<file path="config.mk">
export PLATFORM = sky130hd
export DESIGN_NAME = obstacle_scheduler_flat
export DESIGN_NICKNAME = d
export VERILOG_FILES = /design/src/rtl/dino_pkg.sv /design/src/rtl/obstacle_scheduler_if.sv /design/src/rtl/obs_slot.sv /design/src/rtl/obstacle_scheduler.sv /design/src/flat_wrapper.sv
export SDC_FILE = /design/constraint.sdc
export NUM_CORES = 1
export LEC_CHECK = 0
export ABC_AREA = 1
export CAP_MARGIN = 10
export CORE_UTILIZATION = 45
export DETAILED_ROUTE_END_ITERATION = 10
export MAX_ROUTING_LAYER = met4
export PLACE_DENSITY = 0.78
export REMOVE_ABC_BUFFERS = 1
export SETUP_SLACK_MARGIN = 0.4
export SYNTH_ARGS = -nofsm -noshare
export SYNTH_HDL_FRONTEND = slang
export SYNTH_SLANG_ARGS = --single-unit
</file>
<file path="constraint.sdc">
create_clock -name clk -period 2.6 [get_ports clk]
set_input_delay 0.26 -clock clk [delete_from_list [all_inputs] [get_ports clk]]
set_output_delay 0.26 -clock clk [all_outputs]
set_load 0.01 [all_outputs]
</file>
<file path="src/rtl/dino_pkg.sv">
// Shared definitions for the obstacle scheduler: state encoding, default geometry/timing
// and small helpers for speed derivation and sprite-type folding.
package dino_pkg;

  typedef enum logic [1:0] {
    ST_IDLE = 2'd0,
    ST_RUN  = 2'd1,
    ST_OVER = 2'd2
  } state_e;

  localparam int SPAWN_X_DEF    = 160;
  localparam int MIN_GAP_DEF    = 40;
  localparam int NUM_OBS_TYPES  = 5;
  localparam int MAX_SPEED_STEP = 3;

  // Speed grows with the BCD hundreds digit, capped so obstacles stay readable.
  function automatic logic [2:0] speed_from_hundreds(input logic [3:0] hundreds);
    logic [2:0] spd;
    if (hundreds > 4'(MAX_SPEED_STEP)) begin
      spd = 3'(MAX_SPEED_STEP) + 3'd1;
    end else begin
      spd = hundreds[2:0] + 3'd1;
    end
    return spd;
  endfunction

  function automatic logic [2:0] fold_type(input logic [2:0] raw);
    logic [2:0] t;
    if (raw < 3'(NUM_OBS_TYPES)) begin
      t = raw;
    end else begin
      t = raw - 3'(NUM_OBS_TYPES);
    end
    return t;
  endfunction

endpackage

</file>
<file path="src/rtl/obstacle_scheduler_if.sv">
// Game-side bus of the obstacle scheduler: tick/pulse inputs, randomness and score in,
// per-slot obstacle state and scheduler state out.
interface obstacle_scheduler_if #(parameter int CONV = 2);
  logic           i_tick;
  logic           i_game_start;
  logic           i_game_over;
  logic [7:0]     i_rng;
  logic [15:0]    i_score;
  logic [9:CONV]  o_obs1_pos;
  logic [9:CONV]  o_obs2_pos;
  logic [2:0]     o_obs1_type;
  logic [2:0]     o_obs2_type;
  logic           o_obs1_active;
  logic           o_obs2_active;
  logic [1:0]     o_state;

  modport master (
    output i_tick, i_game_start, i_game_over, i_rng, i_score,
    input  o_obs1_pos, o_obs2_pos, o_obs1_type, o_obs2_type,
           o_obs1_active, o_obs2_active, o_state
  );

  modport slave (
    input  i_tick, i_game_start, i_game_over, i_rng, i_score,
    output o_obs1_pos, o_obs2_pos, o_obs1_type, o_obs2_type,
           o_obs1_active, o_obs2_active, o_state
  );
endinterface

</file>
<file path="src/rtl/obs_slot.sv">
// One obstacle slot: position/type/active registers, leftward motion and expiry.
// An expired or cleared slot is parked at SPAWN_X so it is never drawn on screen.
module obs_slot
  import dino_pkg::*;
#(
  parameter int CONV    = 2,
  parameter int SPAWN_X = SPAWN_X_DEF
) (
  input  logic          clk,
  input  logic          rst,
  input  logic          clear_i,
  input  logic          move_i,
  input  logic [2:0]    speed_i,
  input  logic          spawn_i,
  input  logic [2:0]    spawn_type_i,
  output logic [9:CONV] pos_o,
  output logic [2:0]    type_o,
  output logic          active_o
);

  localparam int PW = 10 - CONV;
  localparam logic [PW-1:0] SPAWN_POS = PW'(SPAWN_X);

  logic [9:CONV] pos_q, pos_d, speed_ext_s;
  logic [2:0]    type_q, type_d;
  logic          active_q, active_d;

  assign speed_ext_s = PW'(speed_i);

  // Next-state: clear beats spawn beats motion; a slot too close to the edge expires instead of wrapping.
  always_comb begin
    pos_d    = pos_q;
    type_d   = type_q;
    active_d = active_q;
    if (clear_i) begin
      pos_d    = SPAWN_POS;
      type_d   = 3'd0;
      active_d = 1'b0;
    end else if (spawn_i) begin
      pos_d    = SPAWN_POS;
      type_d   = spawn_type_i;
      active_d = 1'b1;
    end else if (move_i && active_q) begin
      if (pos_q >= speed_ext_s) begin
        pos_d = pos_q - speed_ext_s;
      end else begin
        pos_d    = SPAWN_POS;
        active_d = 1'b0;
      end
    end else begin
      pos_d = pos_q;
    end
  end

  // Slot registers.
  always_ff @(posedge clk) begin
    if (rst) begin
      pos_q    <= SPAWN_POS;
      type_q   <= 3'd0;
      active_q <= 1'b0;
    end else begin
      pos_q    <= pos_d;
      type_q   <= type_d;
      active_q <= active_d;
    end
  end

  assign pos_o    = pos_q;
  assign type_o   = type_q;
  assign active_o = active_q;

endmodule

</file>
<file path="src/rtl/obstacle_scheduler.sv">
// Obstacle scheduler top: run/over FSM, spawn gap counter, speed from score and
// spawn arbitration across two obs_slot instances.
module obstacle_scheduler
  import dino_pkg::*;
#(
  parameter int CONV    = 2,
  parameter int SPAWN_X = SPAWN_X_DEF,
  parameter int MIN_GAP = MIN_GAP_DEF
) (
  input  logic clk,
  input  logic rst,
  obstacle_scheduler_if.slave bus
);

  localparam logic [7:0] MIN_GAP_V = 8'(MIN_GAP);

  state_e     state_q;
  logic [7:0] gap_cnt_q;
  logic [7:0] gap_thr_q;

  logic       run_s, tick_run_s, start_s;
  logic [2:0] speed_s, type_s;
  logic [7:0] gap_inc_s;
  logic       free1_s, free2_s;
  logic       spawn_ok_s, spawn1_s, spawn2_s;
  logic       unused_s;

  assign unused_s   = ^{bus.i_score[15:12], bus.i_score[7:0]};

  assign run_s      = (state_q == ST_RUN);
  // A game-over pulse in the same cycle swallows the tick.
  assign tick_run_s = run_s && bus.i_tick && !bus.i_game_over;
  assign start_s    = !run_s && bus.i_game_start;
  assign speed_s    = speed_from_hundreds(bus.i_score[11:8]);
  assign type_s     = fold_type(bus.i_rng[7:5]);
  assign gap_inc_s  = (gap_cnt_q == 8'd255) ? 8'd255 : gap_cnt_q + 8'd1;

  // Freedom is judged on pre-tick state, so a slot expiring on this tick cannot respawn on it.
  assign free1_s    = !bus.o_obs1_active;
  assign free2_s    = !bus.o_obs2_active;
  assign spawn_ok_s = tick_run_s && (gap_inc_s >= gap_thr_q) && (free1_s || free2_s);
  assign spawn1_s   = spawn_ok_s && free1_s;
  assign spawn2_s   = spawn_ok_s && !free1_s && free2_s;

  // Scheduler FSM with the gap counter and spawn threshold.
  always_ff @(posedge clk) begin
    if (rst) begin
      state_q   <= ST_IDLE;
      gap_cnt_q <= 8'd0;
      gap_thr_q <= MIN_GAP_V;
    end else begin
      case (state_q)
        ST_RUN: begin
          if (bus.i_game_over) begin
            state_q <= ST_OVER;
          end else if (bus.i_tick) begin
            if (spawn_ok_s) begin
              gap_cnt_q <= 8'd0;
              gap_thr_q <= MIN_GAP_V + {3'd0, bus.i_rng[4:0]};
            end else begin
              gap_cnt_q <= gap_inc_s;
            end
          end else begin
            state_q <= ST_RUN;
          end
        end
        default: begin
          if (bus.i_game_start) begin
            state_q   <= ST_RUN;
            gap_cnt_q <= 8'd0;
            gap_thr_q <= MIN_GAP_V;
          end else if (state_q == ST_OVER) begin
            state_q <= ST_OVER;
          end else begin
            state_q <= ST_IDLE;
          end
        end
      endcase
    end
  end

  assign bus.o_state = state_q;

  obs_slot #(.CONV(CONV), .SPAWN_X(SPAWN_X)) u_slot1 (
    .clk          (clk),
    .rst          (rst),
    .clear_i      (start_s),
    .move_i       (tick_run_s),
    .speed_i      (speed_s),
    .spawn_i      (spawn1_s),
    .spawn_type_i (type_s),
    .pos_o        (bus.o_obs1_pos),
    .type_o       (bus.o_obs1_type),
    .active_o     (bus.o_obs1_active)
  );

  obs_slot #(.CONV(CONV), .SPAWN_X(SPAWN_X)) u_slot2 (
    .clk          (clk),
    .rst          (rst),
    .clear_i      (start_s),
    .move_i       (tick_run_s),
    .speed_i      (speed_s),
    .spawn_i      (spawn2_s),
    .spawn_type_i (type_s),
    .pos_o        (bus.o_obs2_pos),
    .type_o       (bus.o_obs2_type),
    .active_o     (bus.o_obs2_active)
  );

endmodule
</file>
<file path="src/flat_wrapper.sv">
// flat-port wrapper written by rule: the top's interface ports become plain ports
module obstacle_scheduler_flat import dino_pkg::*;
#(
  parameter int CONV    = 2,
  parameter int SPAWN_X = SPAWN_X_DEF,
  parameter int MIN_GAP = MIN_GAP_DEF
)
  (clk, rst, bus_i_tick, bus_i_game_start, bus_i_game_over, bus_i_rng, bus_i_score, bus_o_obs1_pos, bus_o_obs2_pos, bus_o_obs1_type, bus_o_obs2_type, bus_o_obs1_active, bus_o_obs2_active, bus_o_state);
  obstacle_scheduler_if #(.CONV(CONV)) bus_i ();
  input  logic clk;
  input  logic rst;
  input wire logic [$bits(bus_i.i_tick)-1:0] bus_i_tick;
  input wire logic [$bits(bus_i.i_game_start)-1:0] bus_i_game_start;
  input wire logic [$bits(bus_i.i_game_over)-1:0] bus_i_game_over;
  input wire logic [$bits(bus_i.i_rng)-1:0] bus_i_rng;
  input wire logic [$bits(bus_i.i_score)-1:0] bus_i_score;
  output wire logic [$bits(bus_i.o_obs1_pos)-1:0] bus_o_obs1_pos;
  output wire logic [$bits(bus_i.o_obs2_pos)-1:0] bus_o_obs2_pos;
  output wire logic [$bits(bus_i.o_obs1_type)-1:0] bus_o_obs1_type;
  output wire logic [$bits(bus_i.o_obs2_type)-1:0] bus_o_obs2_type;
  output wire logic [$bits(bus_i.o_obs1_active)-1:0] bus_o_obs1_active;
  output wire logic [$bits(bus_i.o_obs2_active)-1:0] bus_o_obs2_active;
  output wire logic [$bits(bus_i.o_state)-1:0] bus_o_state;
  assign bus_i.i_tick = bus_i_tick;
  assign bus_i.i_game_start = bus_i_game_start;
  assign bus_i.i_game_over = bus_i_game_over;
  assign bus_i.i_rng = bus_i_rng;
  assign bus_i.i_score = bus_i_score;
  assign bus_o_obs1_pos = bus_i.o_obs1_pos;
  assign bus_o_obs2_pos = bus_i.o_obs2_pos;
  assign bus_o_obs1_type = bus_i.o_obs1_type;
  assign bus_o_obs2_type = bus_i.o_obs2_type;
  assign bus_o_obs1_active = bus_i.o_obs1_active;
  assign bus_o_obs2_active = bus_i.o_obs2_active;
  assign bus_o_state = bus_i.o_state;
  obstacle_scheduler #(.CONV(CONV), .SPAWN_X(SPAWN_X), .MIN_GAP(MIN_GAP)) u_core (.clk(clk), .rst(rst), .bus(bus_i));
endmodule
</file>
==> flow_summary.json <==
{
  "status": "completed",
  "max_h_tree_level": 2,
  "floorplan.core_area_sq_mm": 0.00524,
  "wl_met1_mm": 2.41,
  "synth.ff_latch_count": 41,
  "num_antenna_cells": 0,
  "finalMaxSlewViolations": 0,
  "max-cap-violations": 0,
  "worstPathArrival_ns": 2.57,
  "unrepaired_setup_endpoints_after_global_routing": "true",
  "start_util_pct": 47.8,
  "met2WireLength_mm": 3.01,
  "grt_first_pass_wirelength_mm": 9.56,
  "r2r_end": "u_core.u_slot2.pos_o[7]",
  "drt_pass1_iterations": 5,
  "place_worst_setup_slack_ns": 0.0817,
  "top_library_cells_by_usage_in_the_layout_fill_and_taps_aside": "54 x sky130_fd_sc_hd__nand2_1, 42 x sky130_fd_sc_hd__clkdlybuf4s50_1, 41 x sky130_fd_sc_hd__inv_1, 37 x sky130_fd_sc_hd__dfxtp_1, 34 x sky130_fd_sc_hd__nor2_1",
  "clk_root_buffer_cell": "sky130_fd_sc_hd__clkbuf_8",
  "synthCells": 331,
  "critical_path_peak_fanout": 7,
  "peakVddDrop_mv": 0.271,
  "area_of_the_multi_input_gates_sq_mm": 0.00168,
  "max_freq_ghz": 0.417,
  "first_global_vias": 2245,
  "drtIter0Drc": 92,
  "globalRouteOverflowTotal": 0,
  "layout-drive-gt1-share_pct": 24.4,
  "setup_tns_ns": 0,
  "worstMarginPinSlew_ns": 0.461,
  "placement_rows": 26,
  "layout_commonest_cell": "sky130_fd_sc_hd__nand2_1",
  "route.met3.wl_um": 208,
  "final.hold.worst_slack_ns": 0.473,
  "timing.rr.start": "u_core.gap_cnt_q[0]",
  "gp_congestion": 0.874,
  "antenna_found_initial": 0,
  "startpoint_type": "register",
  "cpMaxStageDelayCell": "sky130_fd_sc_hd__dfxtp_4",
  "quantity_of_hold_fixing_buffers_added_after_cts": 0,
  "worst-path-buf-inv": 1,
  "ys.flop_type": "sky130_fd_sc_hd__dfxtp_1",
  "worst_path_largest_cell_delay_ns": 0.38,
  "required_ns": 2.77,
  "maxSlewHeadroom_pct": 69.1,
  "worstSetupPathDepth": 15,
  "cts_buffer_depth": 2,
  "timing.critical_path.cells": "nand2_1 > nor2_4 > nand2_1 > or2_2 > nand3_1 > ha_1 > a21oi_1 > o21bai_1 > nor2_2 > nand2_2 > buf_12 > nand3_4 > nand2_8 > nor2_4 > nand3_2",
  "routed_wirelength_mm": 5.69,
  "detailroute.via_count": 2320,
  "power_leakage_nw": 1.36,
  "synth_edf_count": 0,
  "grt_usage_pct": 20.4,
  "grt_max_degree": 16,
  "synth_seq_area_share_pct": 32.8,
  "hp-class": "register to register",
  "netlist_area_sq_mm": 0.00251,
  "final_period_minus_worst_setup_slack_ns": 2.40,
  "worst_clock_skew_ns": 0.00536,
  "ioPinCount": 55,
  "r2r_setup_slack_ns": 0.20,
  "layout_setup_ws_ns": 0.205,
  "worstHoldPathCells": 2,
  "timing_worst_setup_path_type": "register to register",
  "route.antenna.remaining_nets": 0,
  "total_cts_buffers": 5,
  "worst_skew_pair.late_latency_ns": 0.29,
  "end_kind": "register",
  "power_density_mw_per_mm2": 401,
  "chipHeight_um": 76.6,
  "detail_route.vias_per_cell": 5.01,
  "die_x_um": 76.6,
  "finalPower_mw": 1.40,
  "cts_sinks": 41,
  "routed_wire_length_per_instance_um": 12.3,
  "critical-path-top-delay-family": "simple AND/OR/NAND/NOR gates",
  "postSynthAreaPerCell_sq_um": 7.57,
  "timing.critical_path.from": "u_core.gap_cnt_q[0]",
  "postLayoutCoreUtil_pct": 66.7,
  "detailed_route_drc_error_count": 0,
  "dieArea_sq_mm": 0.00587,
  "min_period_over_period_pct": 92.1,
  "top_signal_layer_used": "met4",
  "ys.warnings.count": 0,
  "clkSlewWorstSetupHoldPaths_ns": 0.08,
  "layout.nets": 440,
  "reg2regPathDepth": 15,
  "crit_end": "u_core.u_slot2.pos_o[7]",
  "filler_cell_count": 440,
  "async_reset_ff_share_pct": 0,
  "post_synth_num_cell_types": 37,
  "tritoncts": "done",
  "finalSetupViolations": 0,
  "detailedPlacementHpwl_mm": 4.14,
  "port_buffers": 42,
  "area_growth_pct": 39.3,
  "finalHoldViolations": 0,
  "layout.area.seq_sq_um": 831
}
[kinds of logic (layout without fill, tap and decap cells)]
| family | Yosys count | count (layout) | share of synthesized area [%] |
|---|---|---|---|
| compound gates | 38 | 38 | 8.49 |
| simple gates | 170 | 170 | 36.2 |
| buf+inv | 51 | 113 | 8.29 |
| fa+ha+maj | 19 | 19 | 10.1 |
| flops | 41 | 41 | 32.8 |
| xor+xnor | 12 | 12 | 4.19 |
[stage by stage]
step / std cells / cell area [sq um]
after CTS: 459 / 3350
after floorplan: 326 / 2470
after detailed placement: 446 / 3070
final: 463 / 3490
after global routing: 463 / 3490
after global placement: 446 / 3070
[flip-flops by register name, indices dropped and copies added, names as in the netlist]
register                 count
u_core.u_slot2.active_o      1
u_core.bus.o_state           2
u_core.u_slot1.type_o        3
u_core.u_slot1.active_o      1
u_core.gap_cnt_q             8
u_core.u_slot1.pos_o         8
u_core.u_slot2.pos_o         8
u_core.gap_thr_q             7
u_core.u_slot2.type_o        3
[worst min path at each step]
stage | start | to | slack, ns
global route | u_core.u_slot2.pos_o[4] | u_core.u_slot2.pos_o[4] | 0.51
CTS | u_core.u_slot1.type_o[2] | u_core.u_slot1.type_o[2] | 0.48
detailed placement | u_core.u_slot1.type_o[2] | u_core.u_slot1.type_o[2] | 0.46
finish | u_core.u_slot1.type_o[2] | u_core.u_slot1.type_o[2] | 0.47
global placement | u_core.u_slot1.type_o[2] | u_core.u_slot1.type_o[2] | 0.46
floorplan | rst | u_core.bus.o_state[1] | 0.33
[worst reg2reg max path: cells and delay by family (launching register included)]
kind	cells	cell delay, ns
buffers and inverters	1	0.15
AO/OA/AOI/OAI	2	0.22
flip-flops	1	0.38
adder cells (fa/ha/maj)	1	0.27
AND/OR/NAND/NOR	11	1.29
[cells in the mapped netlist (2+ instances only)]
| master | n | area [sq um] |
|---|---|---|
| sky130_fd_sc_hd__nand2_1 | 62 | 233 |
| sky130_fd_sc_hd__inv_1 | 43 | 161 |
| sky130_fd_sc_hd__dfxtp_1 | 41 | 821 |
| sky130_fd_sc_hd__nor2_1 | 38 | 143 |
| sky130_fd_sc_hd__nand3_1 | 26 | 130 |
| sky130_fd_sc_hd__a21oi_1 | 23 | 115 |
| sky130_fd_sc_hd__ha_1 | 17 | 213 |
| sky130_fd_sc_hd__nand4_1 | 11 | 68.8 |
| sky130_fd_sc_hd__nor2_4 | 7 | 78.8 |
| sky130_fd_sc_hd__xor2_1 | 7 | 61.3 |
| sky130_fd_sc_hd__o21ai_0 | 6 | 30.0 |
| sky130_fd_sc_hd__xnor2_1 | 5 | 43.8 |
| sky130_fd_sc_hd__nand3_2 | 4 | 40.0 |
| sky130_fd_sc_hd__nand3_4 | 4 | 70.1 |
| sky130_fd_sc_hd__or2_2 | 4 | 25.0 |
| sky130_fd_sc_hd__clkbuf_1 | 3 | 11.3 |
| sky130_fd_sc_hd__nor3_1 | 3 | 15.0 |
| sky130_fd_sc_hd__a22oi_1 | 2 | 15.0 |
| sky130_fd_sc_hd__buf_6 | 2 | 22.5 |
| sky130_fd_sc_hd__fa_1 | 2 | 40.0 |
| sky130_fd_sc_hd__nand2_2 | 2 | 12.5 |
| sky130_fd_sc_hd__nand2_4 | 2 | 22.5 |
| sky130_fd_sc_hd__nand3b_1 | 2 | 15.0 |
| sky130_fd_sc_hd__nor3_2 | 2 | 20.0 |
[repair_timing]
action / in CTS / in global routing
pin swaps: 19 / 16
cloned: 0 / 0
gates resized for setup: 27 / 33
endpoints found under the setup margin: 39 / 39
buffers inserted: 5 / 4
[where the power goes]
part           switching [mW]  total (mW)  leakage, nW  internal [mW]
sequential            0.00486       0.637        0.334          0.632
combinational          0.0913       0.161        0.954         0.0701
clock                   0.222       0.604       0.0681          0.381
[area by class of cell]
| type | count | share of cell area [%] |
|---|---|---|
| clock buffer | 5 | 1.97 |
| clock inverter | 3 | 1.86 |
| inverter | 46 | 5.02 |
| multi-input combinational | 239 | 48.1 |
| sequential | 41 | 23.8 |
| tap | 70 | 2.51 |
| timing repair buffer | 59 | 16.7 |
[metal layers]
| metal | vias to the layer above | GRT usage [%] |
|---|---|---|
| met2 | 34 | 37.0 |
| met5 | - | - |
| met3 | 8 | 3.95 |
| met4 | 0 | 5.77 |
| li1 | 1198 | - |
| met1 | 1080 | 22.4 |
Note: power is estimated with default switching activity, not from simulation.
